### config.mk
export PLATFORM = sky130hd
export DESIGN_NAME = matvec3_ctrl_flat
export DESIGN_NICKNAME = d
export VERILOG_FILES = /design/src/rtl/matvec3_pkg.sv /design/src/rtl/matvec3_ctrl_if.sv /design/src/rtl/matvec3_cnt.sv /design/src/rtl/matvec3_ctrl.sv /design/src/flat_wrapper.sv
export SDC_FILE = /design/constraint.sdc
export NUM_CORES = 1
export LEC_CHECK = 0
export CORE_ASPECT_RATIO = 1.5
export CORE_UTILIZATION = 53
export CTS_CLUSTER_SIZE = 14
export DETAILED_ROUTE_END_ITERATION = 8
export PLACE_DENSITY = 0.78
export REMOVE_ABC_BUFFERS = 1
export SYNTH_ARGS = -nofsm -noshare
export SYNTH_HDL_FRONTEND = slang
export SYNTH_SLANG_ARGS = --single-unit
### constraint.sdc
create_clock -name clk -period 2.3 [get_ports clk]
set_clock_uncertainty 0.15 [all_clocks]
set_input_delay 0.23 -clock clk [delete_from_list [all_inputs] [get_ports clk]]
set_output_delay 0.23 -clock clk [all_outputs]
set_load 0.03 [all_outputs]
### src/rtl/matvec3_pkg.sv
// matvec3_pkg: shared widths, default geometry, controller state encoding
// and a counter-width helper for the 3x3 matrix-vector multiplier.
package matvec3_pkg;

  localparam int DATA_W   = 14;
  localparam int ACC_W    = 28;
  localparam int DEF_ROWS = 3;
  localparam int DEF_COLS = 3;

  typedef enum logic [1:0] {
    LOAD_M,
    LOAD_X,
    COMPUTE,
    OUTPUT
  } ctrl_state_t;

  // Width of a counter/address that must hold values 0..n-1 (never 0 bits).
  function automatic int cnt_w(input int n);
    return (n <= 1) ? 1 : $clog2(n);
  endfunction

endpackage

### src/rtl/matvec3_ctrl_if.sv
// matvec3_ctrl_if: stream handshakes plus the control/address lines the
// controller drives into the datapath. keep_matrix only exists when
// MATVEC3_CTRL_MREUSE_EN is defined.
interface matvec3_ctrl_if #(
  parameter int ROWS = matvec3_pkg::DEF_ROWS,
  parameter int COLS = matvec3_pkg::DEF_COLS
);
  import matvec3_pkg::*;

  localparam int AM_W = cnt_w(ROWS * COLS);
  localparam int AX_W = cnt_w(COLS);

  logic            input_valid;
  logic            input_ready;
  logic            output_valid;
  logic            output_ready;
  logic            wr_en_m;
  logic [AM_W-1:0] addr_m;
  logic            wr_en_x;
  logic [AX_W-1:0] addr_x;
  logic            clear_acc;
  logic            en_acc;
`ifdef MATVEC3_CTRL_MREUSE_EN
  logic            keep_matrix;
`endif

  // Controller side.
  modport master (
    input  input_valid,
    input  output_ready,
`ifdef MATVEC3_CTRL_MREUSE_EN
    input  keep_matrix,
`endif
    output input_ready,
    output output_valid,
    output wr_en_m,
    output addr_m,
    output wr_en_x,
    output addr_x,
    output clear_acc,
    output en_acc
  );

  // Environment side (upstream source, downstream sink, datapath).
  modport slave (
    output input_valid,
    output output_ready,
`ifdef MATVEC3_CTRL_MREUSE_EN
    output keep_matrix,
`endif
    input  input_ready,
    input  output_valid,
    input  wr_en_m,
    input  addr_m,
    input  wr_en_x,
    input  addr_x,
    input  clear_acc,
    input  en_acc
  );

endinterface

### src/rtl/matvec3_cnt.sv
// matvec3_cnt: modulo-MOD up counter with enable, synchronous clear,
// asynchronous reset and a terminal-count flag (count == MOD-1).
module matvec3_cnt
  import matvec3_pkg::*;
#(
  parameter int  MOD = 3,
  localparam int W   = cnt_w(MOD)
) (
  input  logic         clk,
  input  logic         reset,
  input  logic         en,
  input  logic         clr,
  output logic [W-1:0] count,
  output logic         tc
);

  localparam logic [W-1:0] LAST = W'(MOD - 1);

  assign tc = (count == LAST);

  // Count up on enable, wrapping to 0 after the terminal value.
  always_ff @(posedge clk or posedge reset) begin
    if (reset) begin
      count <= '0;
    end else if (clr) begin
      count <= '0;
    end else if (en) begin
      count <= tc ? '0 : count + W'(1);
    end
  end

endmodule

### src/rtl/matvec3_ctrl.sv
// matvec3_ctrl: sequencer for the 3x3 matrix x 3-vector multiplier.
// Loads the matrix (row-major) and vector through a valid/ready stream,
// then runs one multiply-accumulate pass per row and presents each row
// result on a valid/ready output handshake.
// Optional feature macro: MATVEC3_CTRL_MREUSE_EN (adds keep_matrix so a
// finished job can skip straight to loading a new vector).
module matvec3_ctrl
  import matvec3_pkg::*;
#(
  parameter int ROWS = DEF_ROWS,
  parameter int COLS = DEF_COLS
) (
  input  logic           clk,
  input  logic           reset,
  matvec3_ctrl_if.master bus
);

  localparam int MW = cnt_w(ROWS * COLS);
  localparam int XW = cnt_w(COLS);
  localparam int KW = cnt_w(COLS + 1);
  localparam int RW = cnt_w(ROWS);

  ctrl_state_t state_reg;
  ctrl_state_t state_next;
  logic        input_ready_reg;
  logic        output_valid_reg;
  logic        en_acc_reg;
  logic        clear_acc_reg;

  logic        accept;
  logic        out_hs;
  logic        job_done;
  logic        m_en;
  logic        x_en;
  logic        k_en;
  logic        r_en;

  logic [MW-1:0] m_cnt;
  logic          m_tc;
  logic [XW-1:0] x_cnt;
  logic          x_tc;
  logic [KW-1:0] k_cnt;
  logic          k_tc;
  logic [RW-1:0] r_cnt;
  logic          r_tc;

  logic [MW-1:0] mat_idx;
  logic [MW-1:0] addr_m_next;
  logic [XW-1:0] addr_x_next;

  // input_ready is only ever high in the load states, so an accepted beat
  // needs no further state qualification.
  assign accept   = bus.input_valid & input_ready_reg;
  assign out_hs   = (state_reg == OUTPUT) & bus.output_ready;
  assign job_done = out_hs & r_tc;

  assign m_en = accept & (state_reg == LOAD_M);
  assign x_en = accept & (state_reg == LOAD_X);
  // k runs 0..COLS and wraps to 0 on the step into OUTPUT, so it is
  // already 0 when the next row starts.
  assign k_en = (state_reg == COMPUTE);
  // r wraps to 0 on the last row's handshake, ready for the next job.
  assign r_en = out_hs;

  matvec3_cnt #(.MOD(ROWS * COLS)) u_m_cnt (
    .clk   (clk),
    .reset (reset),
    .en    (m_en),
    .clr   (job_done),
    .count (m_cnt),
    .tc    (m_tc)
  );

  matvec3_cnt #(.MOD(COLS)) u_x_cnt (
    .clk   (clk),
    .reset (reset),
    .en    (x_en),
    .clr   (job_done),
    .count (x_cnt),
    .tc    (x_tc)
  );

  matvec3_cnt #(.MOD(COLS + 1)) u_k_cnt (
    .clk   (clk),
    .reset (reset),
    .en    (k_en),
    .clr   (job_done),
    .count (k_cnt),
    .tc    (k_tc)
  );

  matvec3_cnt #(.MOD(ROWS)) u_r_cnt (
    .clk   (clk),
    .reset (reset),
    .en    (r_en),
    .clr   (job_done),
    .count (r_cnt),
    .tc    (r_tc)
  );

  // Next-state selection for the load / compute / output sequence.
  always_comb begin
    state_next = state_reg;
    unique case (state_reg)
      LOAD_M: begin
        if (accept && m_tc) state_next = LOAD_X;
      end
      LOAD_X: begin
        if (accept && x_tc) state_next = COMPUTE;
      end
      COMPUTE: begin
        if (k_tc) state_next = OUTPUT;
      end
      OUTPUT: begin
        if (bus.output_ready) begin
          if (!r_tc) begin
            state_next = COMPUTE;
          end else begin
`ifdef MATVEC3_CTRL_MREUSE_EN
            if (bus.keep_matrix) state_next = LOAD_X;
            else                 state_next = LOAD_M;
`else
            state_next = LOAD_M;
`endif
          end
        end
      end
      default: state_next = LOAD_M;
    endcase
  end

  // State register and registered handshake/accumulator strobes. The
  // accumulator strobes lag the read address by one cycle to cover the
  // memories' registered read: the product for k is added while k+1 is on
  // the address lines, and the k=0 product overwrites the accumulator.
  always_ff @(posedge clk or posedge reset) begin
    if (reset) begin
      state_reg        <= LOAD_M;
      input_ready_reg  <= 1'b0;
      output_valid_reg <= 1'b0;
      en_acc_reg       <= 1'b0;
      clear_acc_reg    <= 1'b0;
    end else begin
      state_reg        <= state_next;
      input_ready_reg  <= (state_next == LOAD_M) || (state_next == LOAD_X);
      output_valid_reg <= (state_next == OUTPUT);
      en_acc_reg       <= (state_reg == COMPUTE) && !k_tc;
      clear_acc_reg    <= (state_reg == COMPUTE) && (k_cnt == '0);
    end
  end

  // Row-major element index for the current row and column.
  always_comb begin
    mat_idx = MW'(int'(r_cnt) * COLS + int'(k_cnt));
  end

  // Address mux: load counters while loading, r/k while computing, and 0
  // otherwise so the k==COLS drain cycle never points past the array.
  always_comb begin
    addr_m_next = '0;
    addr_x_next = '0;
    unique case (state_reg)
      LOAD_M:  addr_m_next = m_cnt;
      LOAD_X:  addr_x_next = x_cnt;
      COMPUTE: begin
        if (!k_tc) begin
          addr_m_next = mat_idx;
          addr_x_next = XW'(k_cnt);
        end
      end
      default: begin
        addr_m_next = '0;
        addr_x_next = '0;
      end
    endcase
  end

  assign bus.input_ready  = input_ready_reg;
  assign bus.output_valid = output_valid_reg;
  assign bus.en_acc       = en_acc_reg;
  assign bus.clear_acc    = clear_acc_reg;
  assign bus.wr_en_m      = accept & (state_reg == LOAD_M);
  assign bus.wr_en_x      = accept & (state_reg == LOAD_X);
  assign bus.addr_m       = addr_m_next;
  assign bus.addr_x       = addr_x_next;

endmodule

### src/flat_wrapper.sv
// flat-port wrapper written by rule: the top's interface ports become plain ports
module matvec3_ctrl_flat import matvec3_pkg::*;
#(
  parameter int ROWS = DEF_ROWS,
  parameter int COLS = DEF_COLS
)
  (clk, reset, bus_input_valid, bus_output_ready, bus_input_ready, bus_output_valid, bus_wr_en_m, bus_addr_m, bus_wr_en_x, bus_addr_x, bus_clear_acc, bus_en_acc);
  matvec3_ctrl_if #(.ROWS(ROWS), .COLS(COLS)) bus_i ();
  input  logic clk;
  input  logic reset;
  input wire logic [$bits(bus_i.input_valid)-1:0] bus_input_valid;
  input wire logic [$bits(bus_i.output_ready)-1:0] bus_output_ready;
  output wire logic [$bits(bus_i.input_ready)-1:0] bus_input_ready;
  output wire logic [$bits(bus_i.output_valid)-1:0] bus_output_valid;
  output wire logic [$bits(bus_i.wr_en_m)-1:0] bus_wr_en_m;
  output wire logic [$bits(bus_i.addr_m)-1:0] bus_addr_m;
  output wire logic [$bits(bus_i.wr_en_x)-1:0] bus_wr_en_x;
  output wire logic [$bits(bus_i.addr_x)-1:0] bus_addr_x;
  output wire logic [$bits(bus_i.clear_acc)-1:0] bus_clear_acc;
  output wire logic [$bits(bus_i.en_acc)-1:0] bus_en_acc;
  assign bus_i.input_valid = bus_input_valid;
  assign bus_i.output_ready = bus_output_ready;
  assign bus_input_ready = bus_i.input_ready;
  assign bus_output_valid = bus_i.output_valid;
  assign bus_wr_en_m = bus_i.wr_en_m;
  assign bus_addr_m = bus_i.addr_m;
  assign bus_wr_en_x = bus_i.wr_en_x;
  assign bus_addr_x = bus_i.addr_x;
  assign bus_clear_acc = bus_i.clear_acc;
  assign bus_en_acc = bus_i.en_acc;
  matvec3_ctrl #(.ROWS(ROWS), .COLS(COLS)) u_core (.clk(clk), .reset(reset), .bus(bus_i));
endmodule
==> reports/summary.txt <==
outcome - finished, violations left
failing checks - negative setup slack
post-synthesis mux area share - 3.85%
post-DP HPWL - 1.84 mm
Vias - 896
period utilization - 111%
Design Power - 1.62 mW
simple-gate share of the synthesized area - 17.2%
Congestion Overflow GR - 0
Avg Synthesized Cell Area - 9.37 µm²
die area - 2280 µm²
Core Util, Final - 71.6%
CP Launch Point - u_core.u_r_cnt.count[0]
leak pwr - 0.667 nW
worst hold path type - input pin to asynchronous set/reset pin
vias per cell - 5.43
CTS Buf Count - 3
RR Startpoint - u_core.u_r_cnt.count[0]
Max Slew Vio Count - 0
Final Hold Viols - 0
max_cap viols - 0
Detail Route Antenna Nets - 0
DP Area - 1320 µm²
PwrDens - 1190 nW/µm²
slew margin rel. - 59.1%
Clock H-tree levels - 1
RR Endpoint - u_core.bus.output_valid
post-route cell area - 1360 µm²
reg2reg setup slack - 0.21 ns
RSZ-0062 raised after global routing - true
Critical Path Start Type - register
fin nets - 166
Seq/Total Area, Yosys - 36.2%
clock sink total - 16
CTS max path bufs - 2
first-pass GRT wire length - 3.77 mm
Max Fclk - 390 MHz
yosys warns - 0
largest net degree at the start of global routing - 17
post-synth cell types - 31
slew at the pin closest to its max-slew limit - 0.612 ns
Die Y - 58.0 µm
Die X - 39.3 µm
gpl congestion - 0.792
setup ws final - -0.262 ns
fraction of layout cells with a size suffix above 1 - 21.5%
Clock Pin Slew Worst Setup and Hold Paths - 0.11 ns
Root Driver - clkbuf_4
area of the mapped netlist - 1110 µm²
GRT Total Usage - 23.9%
core area - 1900 µm²
flops & latches, synth - 16
initial antenna violation count - 0
worst-path cell chain - fa_1 > ha_2 > inv_2 > fa_2 > o21ai_2 > buf_6
Pre-antenna DRT Iters - 4
I/O Pins - 16
CTS tree - done
WP data required - 1.92 ns
crit end category - primary output
FF-to-FF path depth - 8
max FFs per register - 4
DR WL/cell - 13.9 µm
vias in the first global route - 915
port bufs - 15
Worst path max stage delay - 0.55 ns
crit path DAT - 2.18 ns
worst skew pair latency - 0.29 ns
# DRC - 0
cell count after synthesis - 118
commonest non-fill, non-tap cell in the layout - inv_1
critical path peak fanout - 2
most frequent cells in the layout - 17 x inv_1, 15 x dfrtp_1, 14 x ha_1
setup violators final - 2
maximum vdd drop - 0.838 mV
area grow syn2layout - 23.1%
largest family of logic cells by synthesized area - adder cells
CP max-delay cell - fa_1
post-synthesis async set-or-reset flop share - 100%
row count - 19
Post-synth EDFFs - 0
Starting Density - 58.2%
Synth Area in Compound Gates - 14.4%
DRT Wirelength - 2.30 mm
Starting DRT DRC Count - 24
CP Capture Point - bus_addr_m[2]
Top reg by flops - u_core.u_m_cnt.count
Synth Area in Adders - 20.6%
fin crit period - 2.56 ns
Synth Area in XOR/XNOR - 0%
Ant. Diodes - 0
ys flop type - dfrtp_1
Place WS - 0.0133 ns
Worst Setup Path Type - register to primary output
[cell families (layout without fill, tap and decap cells)]
group,count (synthesis),count (layout)
AOI/OAI and AO/OA,22,22
adders and majority gates,17,17
muxes,4,4
and+or+nand+nor,38,38
DFF,16,16
buffers and inverters,21,47
[power by group]
part           switching (mW)  internal [mW]
clock network          0.0921         0.0963
logic                   0.540          0.403
registers               0.112          0.380
[repair_timing]
item,CTS,global route
pin swaps,2,1
endpoints found under the hold margin,0,0
resized for setup,7,14
endpoints found under the setup margin,7,6
hold buffers,0,0
buffers inserted,0,1
[layer usage]
layer	track usage, %	share of wire, %
met4	8.87	1.2
met3	3.45	2.3
met2	43.1	56
met5	0	0
met1	27.0	40
[critical path, delay by kind of cell (launching register included)]
family / cells / cell delay, ns
compound gates: 1 / 0.06
fa+ha+maj: 3 / 1.24
flops: 1 / 0.42
buf+inv: 2 / 0.17
[through the flow]
step / TNS, ns / cells / hold WS [ns]
after CTS: -0.430 / 164 / 0.171
after detailed placement: 0 / 160 / 0.437
final: -0.433 / 165 / 0.144
after floorplan: -0.581 / 116 / -0.00626
after global placement: 0 / 160 / 0.416
after global routing: -0.564 / 165 / 0.221
[final cells by class]
cell class / count / area [µm²]
tap: 21 / 26.3
timing repair buffer: 24 / 198
clock buffer: 4 / 36.3
fill: 152 / 541
sequential: 16 / 402
inverter: 19 / 71.3
multi-input combinational: 81 / 628
[synth_stat cells (2+ instances only)]
cell type,n,share of area (%)
nand2_1,10,3.4
fa_1,2,3.6
ha_1,15,17
a22oi_1,2,1.4
and2_1,3,1.7
o21ai_0,6,2.7
nor2_1,10,3.4
inv_1,18,6.1
nor2b_1,2,1.1
a21oi_1,7,3.2
a31oi_1,2,1.1
nand2b_1,2,1.1
mux2_2,2,2.0
nor3_1,3,1.4
nand3_1,2,0.91
mux2i_1,2,1.8
dfrtp_1,16,36
[how the worst min path moves through the flow]
stage and to:
2_1_floorplan u_core.bus.clear_acc, 3_3_place_gp u_core.u_x_cnt.count[1], 3_5_place_dp u_core.u_x_cnt.count[1], 4_1_cts u_core.u_k_cnt.count[0], 5_1_grt u_core.u_k_cnt.count[1], 6_report u_core.u_k_cnt.count[1]
Power figures use the tool's default switching activity.
